==> config.mk <==
export PLATFORM = sky130hd
export DESIGN_NAME = bus_arbiter
export DESIGN_NICKNAME = d
export VERILOG_FILES = /design/src/rtl/bus_arbiter.sv
export SDC_FILE = /design/constraint.sdc
export NUM_CORES = 1
export LEC_CHECK = 0
export CAP_MARGIN = 20
export CORE_MARGIN = 1
export CORE_UTILIZATION = 50
export CTS_CLUSTER_DIAMETER = 80
export CTS_CLUSTER_SIZE = 10
export DETAILED_ROUTE_END_ITERATION = 16
export PLACE_DENSITY_LB_ADDON = 0.2
export SYNTH_ARGS = -nofsm -noshare
export SYNTH_HDL_FRONTEND = slang
export SYNTH_SLANG_ARGS = --single-unit
export TNS_END_PERCENT = 50
==> constraint.sdc <==
create_clock -name arb_clock -period 4.2 [get_ports arb_clock]
set_clock_uncertainty 0.1 [all_clocks]
set_input_delay 1.26 -clock arb_clock [delete_from_list [all_inputs] [get_ports arb_clock]]
set_output_delay 1.26 -clock arb_clock [all_outputs]
set_load 0.01 [all_outputs]
==> src/rtl/bus_arbiter.sv <==
// bus_arbiter: round-robin arbiter for four requesters sharing one peripheral.
// Three-state FSM (IDLE/SEND/RELEASE) with ack timeout and transfer counter.
module bus_arbiter #(
  parameter int TIMEOUT = 15
) (
  input  logic        arb_clock,
  input  logic        arb_reset,
  input  logic [3:0]  req_send,
  input  logic [15:0] req_dados,
  output logic [3:0]  req_ack,
  output logic        per_send,
  output logic [3:0]  per_dados,
  input  logic        per_ack,
  output logic [1:0]  grant_id,
  output logic        busy,
  output logic        timeout_err,
  output logic [7:0]  xfer_count
);

  typedef enum logic [1:0] {
    IDLE    = 2'd0,
    SEND    = 2'd1,
    RELEASE = 2'd2
  } state_t;

  localparam logic [3:0] LAST_CNT = 4'(TIMEOUT - 1);

  state_t     state, state_n;
  logic [1:0] last_grant, last_grant_n;
  logic [3:0] wait_cnt, wait_cnt_n;
  logic [3:0] req_ack_n;
  logic       per_send_n;
  logic [3:0] per_dados_n;
  logic [1:0] grant_id_n;
  logic       busy_n;
  logic       timeout_err_n;
  logic [7:0] xfer_count_n;

  logic       found;
  logic [1:0] sel;
  logic [1:0] idx;

  // Search starts just after the last grant, so it gets lowest priority.
  always_comb begin
    found = 1'b0;
    sel   = 2'd0;
    idx   = 2'd0;
    for (int i = 1; i <= 4; i++) begin
      idx = last_grant + i[1:0];
      if (!found && req_send[idx]) begin
        found = 1'b1;
        sel   = idx;
      end
    end
  end

  always_comb begin
    state_n       = state;
    last_grant_n  = last_grant;
    wait_cnt_n    = wait_cnt;
    req_ack_n     = req_ack;
    per_send_n    = per_send;
    per_dados_n   = per_dados;
    grant_id_n    = grant_id;
    timeout_err_n = 1'b0;
    xfer_count_n  = xfer_count;
    unique case (state)
      IDLE: begin
        req_ack_n  = 4'd0;
        per_send_n = 1'b0;
        if (found) begin
          grant_id_n  = sel;
          per_dados_n = req_dados[{sel, 2'b00} +: 4];
          per_send_n  = 1'b1;
          wait_cnt_n  = 4'd0;
          state_n     = SEND;
        end
      end
      SEND: begin
        if (per_ack) begin
          per_send_n = 1'b0;
          req_ack_n  = 4'b0001 << grant_id;
          state_n    = RELEASE;
        end else if (wait_cnt == LAST_CNT) begin
          per_send_n    = 1'b0;
          timeout_err_n = 1'b1;
          last_grant_n  = grant_id;
          state_n       = IDLE;
        end else begin
          wait_cnt_n = wait_cnt + 4'd1;
        end
      end
      RELEASE: begin
        if (!req_send[grant_id] && !per_ack) begin
          req_ack_n    = 4'd0;
          last_grant_n = grant_id;
          xfer_count_n = xfer_count + 8'd1;
          state_n      = IDLE;
        end
      end
      default: begin
        req_ack_n  = 4'd0;
        per_send_n = 1'b0;
        state_n    = IDLE;
      end
    endcase
    busy_n = (state_n != IDLE);
  end

  always_ff @(posedge arb_clock) begin
    if (arb_reset) begin
      state       <= IDLE;
      last_grant  <= 2'd3;
      wait_cnt    <= 4'd0;
      req_ack     <= 4'd0;
      per_send    <= 1'b0;
      per_dados   <= 4'd0;
      grant_id    <= 2'd0;
      busy        <= 1'b0;
      timeout_err <= 1'b0;
      xfer_count  <= 8'd0;
    end else begin
      state       <= state_n;
      last_grant  <= last_grant_n;
      wait_cnt    <= wait_cnt_n;
      req_ack     <= req_ack_n;
      per_send    <= per_send_n;
      per_dados   <= per_dados_n;
      grant_id    <= grant_id_n;
      busy        <= busy_n;
      timeout_err <= timeout_err_n;
      xfer_count  <= xfer_count_n;
    end
  end

endmodule

==> summary.txt <==
Timing
  • RSZ-0062 raised after global routing: no
  • Setup TNS: 0 ns
  • Worst slew margin: 59.29%
  • Final Hold Fails: 0
  • Max Slew Vio Count: 0
  • Final Cycle Share: 71.83%
  • F_max: approximately 330 MHz
  • Worst Max-Slew Pin Slew: 0.6106 ns
  • Min Tclk post-route: approximately 3 ns
  • Setup-failing EPs final: 0

Power
  • Sequential share of power: just over 50%
  • Pwr/cell area: approximately 300 nW/um^2
  • Sw Pwr: approximately 0.17 mW
  • Sw Ratio: between 20% and 30%
  • Clock Power Share: 27.3%
  • Combinational cell fraction of total power: 21.5%
  • Lkg Pwr: 0.7245 nW
  • Pint: between 0.4 and 0.5 mW
  • Peak supply drop: 278.5 uV

Global routing
  • Initial antenna violation count: 0
  • Vias in the first global route: 1231
  • GR Util All Layers: between 20% and 30%
  • Global-route wire length before repair: ~5400 um
  • GR Overflow Total: 0
  • Largest net degree at the start of global routing: 26

Detailed routing
  • Wirelength, routed: 3237 um
  • Detailed-route wire length per cell: around 14 um
  • Vias/cell: about 5.6
  • 1st-pass router iterations: 4
  • Via count: roughly 1300
  • Initial DRC Count: 40
  • Post-route ant nets: 0
  • DRC Markers: 0

Placed design
  • Post-Place Cell Area: between 1500 and 2000 um^2
  • IO buf count: 43
  • HPWL Detailed: roughly 2400 um
  • RePlAce Congestion: about 0.8

Logic synthesis
  • Synth Warn #: 0
  • Unique masters post-synth: 42
  • Syn avg cell area: between 9 and 10 um^2
  • Number of flops mapped to enable cells by yosys: 0
  • Post-synth ARST share: 0%
  • Mapped cell area: 1441 um^2
  • #FFs+latches synth: 29
  • Most used DFF post-synth: dfxtp_1
  • Seq/Total Area, Yosys: just over 40%
  • Syn Nets: between 150 and 200
  • Mapped Cells: between 150 and 200

Floorplanning
  • Core footprint: ~2700 um^2
  • Die height: approximately 56 um
  • # IOs: 44
  • Die area: 3101 um^2
  • Die X: approximately 56 um
  • Initial Utilization: a little over half
  • Row cnt: 19

Clock tree
  • Cts bufs inserted: 5
  • Worst-path clk slew: 0.09 ns
  • Post-CTS Setup Repair Bufs: 0
  • Post-CTS Hold Fix Bufs: 0
  • Clock buffer depth: 2
  • Post_cts resized: 0
  • H-tree levels: 2
  • Clk root buf: clkbuf_4
  • # clock sinks: 29
  • Worst skew pair latency: approximately 0.33 ns
  • CTS tree: yes

Run status
  • Outcome: completed

Cells and area
  • Core Util, Final: ~70%
  • Syn-to-layout area delta: 35.59%
  • Finished Cell Area: about 2000 um^2
  • Diodes inserted: 0
  • Nets: between 200 and 250
  • Share of cells above drive strength 1: between 10 and 15%

Worst setup path
  • CP arrival: around 3.1 ns
  • Worst setup EP type: flop
  • Worst Path Required: between 4 and 5 ns
  • Crit Path Category: primary input to flop
  • Startpoint types: primary input
  • Maximum fanout along the worst path: 6

Flow run
  • Max Cap Violations: 0

Hold path
  • Kind of path behind the tightest hold check: flop to flop
-- metal layers --
layer	GRT usage (%)	wire, um	up-vias
li1	-	-	664
met4	7.500	46	0
met5	0	0	-
met2	40.96	1718	37
met1	25.11	1320	630
met3	6.279	153	5
-- power groups by stage --
stage,Sequential [mW],Combinational [mW],Clock [mW]
after floorplan,0.313,0.0640,0
after global placement,0.309,0.125,0
after detailed placement,0.311,0.128,0
after CTS,0.304,0.128,0.164
after global routing,0.307,0.138,0.178
final,0.304,0.128,0.162
-- Yosys cell counts (2+ instances only) --
| cell type | instances | area, um^2 |
|---|---|---|
| a21boi_0 | 2 | 15.01 |
| a21oi_1 | 10 | 50.05 |
| a22o_1 | 2 | 17.52 |
| a32o_1 | 2 | 20.02 |
| and3b_1 | 2 | 17.52 |
| clkbuf_1 | 4 | 15.01 |
| dfxtp_1 | 29 | 580.6 |
| ha_1 | 3 | 37.54 |
| inv_1 | 3 | 11.26 |
| mux2_2 | 4 | 45.04 |
| mux2i_1 | 6 | 60.06 |
| nand2_1 | 15 | 56.30 |
| nand2b_1 | 5 | 31.28 |
| nand3_1 | 10 | 50.05 |
| nand4_1 | 3 | 18.77 |
| nor2_1 | 18 | 67.56 |
| nor2b_1 | 2 | 12.51 |
| nor3_1 | 4 | 20.02 |
| o211ai_1 | 4 | 30.03 |
| o21ai_0 | 2 | 10.01 |
| xnor2_1 | 2 | 17.52 |
| xor2_1 | 6 | 52.55 |
-- kinds of logic (layout without fill, tap and decap cells) --
logic type,after synthesis,count (layout),share of synthesized area [%]
muxes,11,11,8.854
adders and majority gates,3,3,2.604
buffers and inverters,7,55,1.823
AOI/OAI and AO/OA,30,30,15.10
DFF,29,29,40.28
xor gates and xnor gates,8,8,4.861
and+or+nand+nor,70,70,26.48
-- state kept, by name, summed over array words and instances, names as in the netlist --
name	cells
busy	1
grant_id	2
last_grant	2
per_dados	4
per_send	1
req_ack	4
state	2
timeout_err	1
wait_cnt	4
xfer_count	8
-- path summary, 6_finish.rpt --
check                           slack, ns            end   startpoint  depth (start not counted)
worst max-delay path                 1.18  last_grant[0]  req_send[3]                          6
worst min-delay path                 0.37       per_send     per_send                          2
worst min register to register       0.37       per_send     per_send                          2
worst max register to register       2.07  last_grant[0]  grant_id[0]                          5
-- placed cells by master (no fill, tap or decap), types with 2 or more instances in the layout --
master	synthesis	routed
o21ai_0	2	2
nand2b_1	5	5
nand3_1	10	10
a22o_1	2	2
dfxtp_1	29	29
o211ai_1	4	4
a21oi_1	10	10
nand4_1	3	3
mux2i_1	6	6
clkbuf_4	0	5
mux2_2	4	4
a21boi_0	2	2
nand2_1	15	15
clkinv_2	0	2
inv_1	3	3
nor2_1	18	18
xnor2_1	2	2
nor2b_1	2	2
ha_1	3	3
nor3_1	4	4
xor2_1	6	6
and3b_1	2	2
clkdlybuf4s50_1	0	43
a32o_1	2	2
-- layout make-up --
class	count	area [um^2]
Multi-Input combinational cell	122	834.6
Fill cell	215	779.5
Sequential cell	29	580.6
Timing Repair Buffer	44	437.9
Clock buffer	6	41.29
Tap cell	31	38.79
Inverter	3	11.26
Clock inverter	2	10.01
-- worst max-delay path, stage by stage --
cell and delay (ns):
clkdlybuf4s50_1 0.49, mux4_2 0.59, nor3_4 0.33, a41oi_1 0.16
nor3_1 0.23, a21oi_1 0.06
-- per-stage QoR --
step | setup WS [ns] | total power, mW | hold WS, ns | cells
floorplan | 1.533 | 0.3775 | 0.3777 | 158
detailed placement | 0.8561 | 0.4381 | 0.3535 | 229
CTS | 1.205 | 0.5965 | 0.3706 | 237
finish | 1.183 | 0.5945 | 0.3703 | 237
global placement | 0.9862 | 0.4343 | 0.3488 | 229
global route | 1.119 | 0.6225 | 0.3999 | 237
Power figures use the tool's default switching activity.
